<file path="config.mk">
export PLATFORM = sky130hd
export DESIGN_NAME = usart_tx_buffer
export DESIGN_NICKNAME = d
export VERILOG_FILES = /design/src/rtl/usart_tx_buffer.sv
export SDC_FILE = /design/constraint.sdc
export NUM_CORES = 1
export LEC_CHECK = 0
export CORE_ASPECT_RATIO = 1.25
export CORE_UTILIZATION = 50
export DETAILED_ROUTE_END_ITERATION = 10
export PLACE_DENSITY_LB_ADDON = 0.12
export SKIP_LAST_GASP = 1
export SLEW_MARGIN = 20
export SYNTH_ARGS = -nofsm -noshare
export SYNTH_HDL_FRONTEND = slang
export SYNTH_SLANG_ARGS = --single-unit
</file>
<file path="constraint.sdc">
create_clock -name clk -period 3.4 [get_ports clk]
set_clock_uncertainty 0.05 [all_clocks]
set_input_delay 1.02 -clock clk [delete_from_list [all_inputs] [get_ports clk]]
set_output_delay 1.02 -clock clk [all_outputs]
set_load 0.02 [all_outputs]
</file>
<file path="src/rtl/usart_tx_buffer.sv">
// Buffered UART transmitter: byte FIFO feeding an 8N1 serialiser, LSB first.
// Define USART_PARITY_EN to insert an even-parity bit before the stop bit (8E1).
module usart_tx_buffer #(
  parameter int CLOCK_DIV      = 139,
  parameter int FIFO_DEPTH     = 4,
  parameter int FIFO_ADDR_BITS = 2
) (
  input  logic       clk,
  input  logic       reset,
  input  logic       write,
  input  logic [7:0] data_in,
  input  logic       clear_overflow,
  output logic       full,
  output logic       empty,
  output logic       busy,
  output logic       overflow,
  output logic       tx_pin
);

  localparam int TW = $clog2(CLOCK_DIV);
  localparam logic [TW-1:0] BIT_LOAD = TW'(CLOCK_DIV - 1);
  localparam logic [FIFO_ADDR_BITS:0] DEPTH = (FIFO_ADDR_BITS + 1)'(FIFO_DEPTH);

  localparam logic [2:0] IDLE   = 3'd0;
  localparam logic [2:0] START  = 3'd1;
  localparam logic [2:0] DATA   = 3'd2;
`ifdef USART_PARITY_EN
  localparam logic [2:0] PARITY = 3'd3;
`endif
  localparam logic [2:0] STOP   = 3'd4;

  logic [7:0]                mem [FIFO_DEPTH];
  logic [FIFO_ADDR_BITS-1:0] wptr, rptr;
  logic [FIFO_ADDR_BITS:0]   count;
  logic                      accept, pop;

  logic [2:0]    state;
  logic [TW-1:0] timer;
  logic [2:0]    bit_index;
  logic [7:0]    shift;
  logic          bit_done;
  logic          line;
`ifdef USART_PARITY_EN
  logic          parity_bit;
`endif

  assign empty    = (count == '0);
  assign full     = (count == DEPTH);
  assign busy     = (state != IDLE) || !empty;
  assign bit_done = (timer == '0);
  assign accept   = write && !full;
  // Pops happen from IDLE or on the last stop cycle, so frames chain with no gap.
  assign pop      = !empty && ((state == IDLE) || (state == STOP && bit_done));

  always_ff @(posedge clk) begin
    if (accept) mem[wptr] <= data_in;
  end

  always_ff @(posedge clk or posedge reset) begin
    if (reset) begin
      wptr  <= '0;
      rptr  <= '0;
      count <= '0;
    end else begin
      if (accept) wptr <= wptr + 1'b1;
      if (pop)    rptr <= rptr + 1'b1;
      case ({accept, pop})
        2'b10:   count <= count + 1'b1;
        2'b01:   count <= count - 1'b1;
        default: count <= count;
      endcase
    end
  end

  // Set beats clear when both land in the same cycle.
  always_ff @(posedge clk or posedge reset) begin
    if (reset)                   overflow <= 1'b0;
    else if (write && full)      overflow <= 1'b1;
    else if (clear_overflow)     overflow <= 1'b0;
  end

  always_comb begin
    line = 1'b1;
    case (state)
      START:   line = 1'b0;
      DATA:    line = shift[0];
`ifdef USART_PARITY_EN
      PARITY:  line = parity_bit;
`endif
      default: line = 1'b1;
    endcase
  end

  always_ff @(posedge clk or posedge reset) begin
    if (reset) begin
      state     <= IDLE;
      timer     <= '0;
      bit_index <= '0;
      shift     <= '0;
      tx_pin    <= 1'b1;
`ifdef USART_PARITY_EN
      parity_bit <= 1'b0;
`endif
    end else begin
      tx_pin <= line;
      timer  <= (state == IDLE || bit_done) ? BIT_LOAD : timer - TW'(1);
      if (pop) begin
        shift <= mem[rptr];
`ifdef USART_PARITY_EN
        parity_bit <= ^mem[rptr];
`endif
      end
      case (state)
        IDLE: if (pop) state <= START;
        START: if (bit_done) begin
          state     <= DATA;
          bit_index <= '0;
        end
        DATA: if (bit_done) begin
          shift <= {1'b0, shift[7:1]};
          if (bit_index == 3'd7) begin
`ifdef USART_PARITY_EN
            state <= PARITY;
`else
            state <= STOP;
`endif
          end else begin
            bit_index <= bit_index + 3'd1;
          end
        end
`ifdef USART_PARITY_EN
        PARITY: if (bit_done) state <= STOP;
`endif
        STOP: if (bit_done) state <= pop ? START : IDLE;
        default: state <= IDLE;
      endcase
    end
  end

endmodule

</file>
==> run_results.csv, run 1 <==
group,metric,value,unit
outcome,outcome,"finished, final reports clean",
yosys,yosysTopAreaCell,"edfxtp_1",
die,die_w,68.71,um
cts,clock-sinks,63,
cts,cts_tree,"yes",
grt,grt_use_met3,0.05376,
timing,finalCritPeriodShare,0.8802,
cts,htreeDepth,3,
yosys,ys_seq_area_frac,0.6248,
grt,busiest_layer,"met2",
cts,cts_setup_buffers,0,
die,coreArea,5405,um2
timing,setup_slack,0.4072,ns
finish,seq_area,1738,um2
cts,cts-buffers-inserted,9,
yosys,avgSynthCellArea,13.70,um2
detailed_routing,initialDrtViolationCount,119,
finish,insertedDiodeCount,0,
yosys,synth.ff_latch_count,63,
cts,cts_hold_buffers,0,
timing,setup_viol,0,
cts,clkLatencyLatePin,0.34,ns
yosys,synthArstFlopShare,0.4921,
job,maxCapViolCount,0,
detailed_routing,ant_nets,0,
timing,fmax,334.1,MHz
die,num_io_pins,17,
timing,worst_pin_slew,1.078,ns
placement,place_congestion,0.7199,
finish,multi_input_area,965.9,um2
yosys,synth_most_common_cell,"edfxtp_1",
yosys,syn_area,2781,um2
yosys,ys_warn_count,0,
finish,areaGrowthSynthToFinish,17.05,%
detailed_routing,post_drt_via_cell_ratio,5.590,
pwr,power_density,860.2,nW/um2
die,fp-row-count,30,
detailed_routing,drc_errors,0,
detailed_routing,first_pass_iters,4,
timing,finalMaxSlewViolations,0,
worst_hold_path,min_path_type,"reg -> reg",
yosys,netlist_instances,203,
cts,cts_buffer_depth,2,
die,die-area,5867,um2
grt,use_met2,0.3271,
detailed_routing,vias,1649,
critical_path,timing_worst_setup_path_type,"reg -> out",
yosys,synth_common_cells,"32 x edfxtp_1, 30 x dfrtp_1, 23 x nand2_1",
yosys,synth_area_leaders,"edfxtp_1 35%, dfrtp_1 27%, mux4_2 6.5%",
timing,setup_tns,0,ns
placement,io_buffer_count,16,
critical_path,path_max_fanout,4,
grt,grt.total_usage,0.1981,
cts,cts-resized-gates,0,
grt,grt_pass1_wl,8.100,mm
critical_path,endpoint_kind,"primary output",
timing,max_slew_margin,0.2758,
detailed_routing,wl,4.820,mm
yosys,synth.distinct_cells,42,
grt,use_met1,0.2349,
die,die_height,85.39,um
placement,hpwlAfterDp,3.349,mm
pwr,peakVddDrop,581.0,uV
detailed_routing,wire_per_inst,16.34,um
placement,pre_cts_slack,0.5606,ns
yosys,synth_nets,224,
grt,grt_pass1_vias,1721,
cts,path_clk_slew,0.08,ns
die,start_util,0.5146,
finish,fillers,431,
critical_path,critPathRequiredTime,2.33,ns
timing,hold_viol_final,0,
cts,cts_root_buf,"clkbuf_8",
timing,period_minus_slack,2.993,ns
critical_path,start_kind,"flip-flop",
grt,grt_max_degree,32,
yosys,synth_edf_count,32,
timing,rsz0062_at_grt,"false",
yosys,synth_top_area_frac,0.3455,
yosys,ys.flop_type,"edfxtp_1",
pwr,leakagePower,0.001288,uW
pwr,finalPower,2800,uW
finish,drive_above_1_share,0.1515,
grt,overflow,0,
critical_path,cp.arrival,1.92,ns
finish,nets,247,
grt,antenna_found_initial,0,
state kept, by name, summed over array words and instances, names as in the netlist:
register	cells
tx_pin	1
state	3
timer	8
overflow	1
rptr	2
count	3
wptr	2
mem	32
bit_index	3
shift	8
layout make-up:
class	instances	area share
Inverter	10	0.01153
Clock inverter	7	0.03689
Sequential cell	63	0.5338
Timing Repair Buffer	20	0.05842
Multi-Input combinational cell	122	0.2967
Clock buffer	9	0.03805
Tap cell	64	0.02460
where the power goes:
group / internal [uW] / switching (uW)
clock: 489 / 300
sequential: 1040 / 197
combinational: 388 / 382
critical path, cell delays in order (launching register included):
cell             delay, ns
dfrtp_1               0.41
nor3_1                0.46
clkdlybuf4s50_1       0.71
metal layers:
metal	share of wire	vias up
met3	0.027	15
met5	0	-
met1	0.42	826
met4	0.022	0
li1	-	773
met2	0.53	35
stage by stage:
step,cell area [um2],hold WS [ns],util,instances
floorplan,2781,0.3660,-,203
global placement,3012,0.3797,0.5572,279
detailed placement,3012,0.3956,0.5572,279
CTS,3256,0.4056,0.6023,295
global route,3256,0.4223,0.6023,295
finish,3256,0.3999,0.6023,295
cell families (layout without fill, tap and decap cells):
group	after synthesis	count (layout)	synth area share
AO/OA/AOI/OAI	20	20	0.06073
XOR/XNOR	12	12	0.04049
adder cells (fa/ha/maj)	9	9	0.04319
buffers and inverters	18	46	0.02789
flip-flops	63	63	0.6248
multiplexers	10	10	0.07242
AND/OR/NAND/NOR	71	71	0.1305
layout by cell type, fill, tap and decap left out, drive strengths merged, types with 4 or more instances in the layout:
cell / count
and2: 6
buf: 4
clkbuf: 9
clkdlybuf4s50: 16
dfrtp: 30
edfxtp: 32
ha: 8
inv: 11
mux4: 8
nand2: 23
nand3: 10
nor2: 10
nor3: 7
o211ai: 7
xnor2: 7
xor2: 5
final timing paths:
path                          start       end  slack, ns  cells after the start
max reg2reg                state[0]  count[2]       0.58                      8
min                        timer[0]  timer[0]       0.40                      1
min reg2reg                timer[0]  timer[0]       0.40                      1
max                        count[0]     empty       0.41                      2
min in group asynchronous     reset  overflow       1.00                      3
max in group asynchronous     reset    tx_pin       1.96                      3
(Power assumes the default switching activity.)
==> inputs of run 2 (changes only) <==
--- a/config.mk
+++ b/config.mk
@@ -8,7 +8,7 @@
 export CORE_ASPECT_RATIO = 1.25
 export CORE_UTILIZATION = 50
 export DETAILED_ROUTE_END_ITERATION = 10
-export PLACE_DENSITY_LB_ADDON = 0.12
+export PLACE_DENSITY = 0.8
 export SKIP_LAST_GASP = 1
 export SLEW_MARGIN = 20
 export SYNTH_ARGS = -nofsm -noshare
==> run_results.csv, run 2 (synthesized netlist as in run 1, its figures left out) <==
group,metric,value,unit
pwr,peakVddDrop,461.4,uV
detailed_routing,post_drt_via_cell_ratio,5.386,
critical_path,r2r-start,"timer[0]",
placement,pre_cts_slack,0.5843,ns
critical_path,critPathRequiredTime,2.33,ns
cts,cts-buffers-inserted,9,
timing,setup_slack,0.4822,ns
critical_path,r2r_cells,11,
cts,clock-sinks,63,
grt,busiest_layer,"met2",
die,start_util,0.5146,
critical_path,start_kind,"flip-flop",
grt,grt_use_met3,0.06452,
cts,clkLatencyLatePin,0.34,ns
detailed_routing,ant_nets,0,
grt,antenna_found_initial,0,
finish,reg_top3,"mem: 32 flops, shift: 8 flops, timer: 8 flops",
critical_path,reg2reg_slack,0.59,ns
worst_hold_path,min_from,"timer[0]",
pwr,p_comb_frac,0.286,
worst_hold_path,hold_depth,1,
critical_path,r2r_end,"count[2]",
critical_path,timing_worst_setup_path_type,"reg -> out",
cts,cts_buffer_depth,2,
grt,grt_pass1_wl,7.645,mm
die,die-area,5867,um2
finish,final_cell_mix,"32 x edfxtp_1, 30 x dfrtp_1, 23 x nand2_1, 16 x clkdlybuf4s50_1",
detailed_routing,vias,1589,
cts,cts_root_buf,"clkbuf_8",
finish,regMostFlops,"mem",
timing,finalMaxSlewViolations,0,
detailed_routing,first_pass_iters,4,
grt,overflow,0,
outcome,outcome,"finished, final reports clean",
finish,insertedDiodeCount,0,
cts,path_clk_slew,0.07,ns
pwr,switching_power,857.5,uW
die,fp-row-count,30,
grt,use_met1,0.2222,
finish,largest_reg_flops,32,
grt,grt.total_usage,0.1876,
timing,rsz0062_at_grt,"false",
die,die_height,85.39,um
timing,setup_tns,0,ns
finish,layout_commonest_cell,"edfxtp_1",
finish,drive_above_1_share,0.1602,
timing,max_slew_margin,0.5686,
finish,fillers,430,
die,die_w,68.71,um
pwr,swShare,0.3262,
cts,cts-resized-gates,0,
job,maxCapViolCount,0,
timing,setup_viol,0,
pwr,seqPwrFrac,0.470,
pwr,leakagePower,0.001266,uW
critical_path,startpoint,"count[0]",
cts,cts_setup_buffers,0,
finish,areaGrowthSynthToFinish,15.56,%
detailed_routing,wl,4.559,mm
pwr,power_density,817.8,nW/um2
cts,cts_tree,"yes",
grt,grt_max_degree,32,
pwr,clockPowerShare,0.244,
placement,place_congestion,0.7276,
timing,period_minus_slack,2.918,ns
grt,use_met2,0.3030,
timing,worst_pin_slew,0.6436,ns
die,num_io_pins,17,
placement,hpwlAfterDp,3.151,mm
detailed_routing,initialDrtViolationCount,145,
timing,finalCritPeriodShare,0.8582,
detailed_routing,wire_per_inst,15.45,um
finish,nets,247,
timing,fmax,342.7,MHz
placement,io_buffer_count,16,
critical_path,endpoint_kind,"primary output",
pwr,p_int,1771,uW
critical_path,path_max_fanout,4,
worst_hold_path,min_path_type,"reg -> reg",
detailed_routing,drc_errors,0,
cts,htreeDepth,3,
finish,final_util,0.5947,
die,coreArea,5405,um2
critical_path,cp.arrival,1.85,ns
cts,cts_hold_buffers,0,
grt,grt_pass1_vias,1674,
timing,hold_viol_final,0,
worst_hold_path,min_to,"timer[0]",
[run 2: cell count changes in the layout (fill, tap and decap cells not counted)]
| cell | change |
|---|---|
| inv_6 | -1 |
| nor3_1 | -1 |
| nor3_2 | +1 |
| bufinv_16 | -2 |
| clkinv_1 | -1 |
| clkinv_4 | +1 |
| clkinvlp_4 | +1 |
| clkinv_2 | +2 |
[run 2: power by group through the flow]
stage	sequential [uW]	clock (uW)	combinational, uW
6_report	1240	640	752
5_1_grt	1270	688	843
4_1_cts	1240	650	765
3_5_place_dp	1260	0	762
3_3_place_gp	1240	0	732
2_1_floorplan	1170	0	634
[run 2: worst max-delay path by stage]
stage	end	slack [ns]	cells past startpoint
floorplan	count[2]	0.67	12
global placement	count[2]	0.67	9
detailed placement	count[2]	0.58	11
CTS	busy	0.51	3
global route	busy	0.40	3
finish	empty	0.48	2
[run 2: metal layers]
| layer | share of wire | up-vias |
|---|---|---|
| met5 | 0 | - |
| met4 | 0.017 | 0 |
| met3 | 0.028 | 9 |
| met2 | 0.52 | 20 |
| met1 | 0.43 | 787 |
| li1 | - | 773 |
[run 2: through the flow]
stage | area, um2 | total power [uW] | hold slack [ns] | std cells
after floorplan | 2781 | 1801 | 0.3660 | 203
after global placement | 3012 | 1972 | 0.3749 | 279
after detailed placement | 3012 | 2017 | 0.3922 | 279
after CTS | 3209 | 2656 | 0.3998 | 295
after global routing | 3214 | 2803 | 0.4239 | 295
final | 3214 | 2629 | 0.3940 | 295
[run 2: layout make-up]
type | instances | area (um2) | share of cell area
flip-flops and latches | 63 | 1738 | 0.5407
clock buffers | 9 | 123.9 | 0.03854
well taps | 64 | 80.08 | 0.02491
repair buffers | 20 | 190.2 | 0.05917
inverters | 10 | 37.54 | 0.01168
multi-input cells | 122 | 970.9 | 0.3021
clock inverters | 7 | 73.82 | 0.02297
[run 2: worst max-delay path: stages (launching register included)]
cell and delay [ns]:
dfrtp_1 0.40, nor3_1 0.40, clkdlybuf4s50_1 0.70
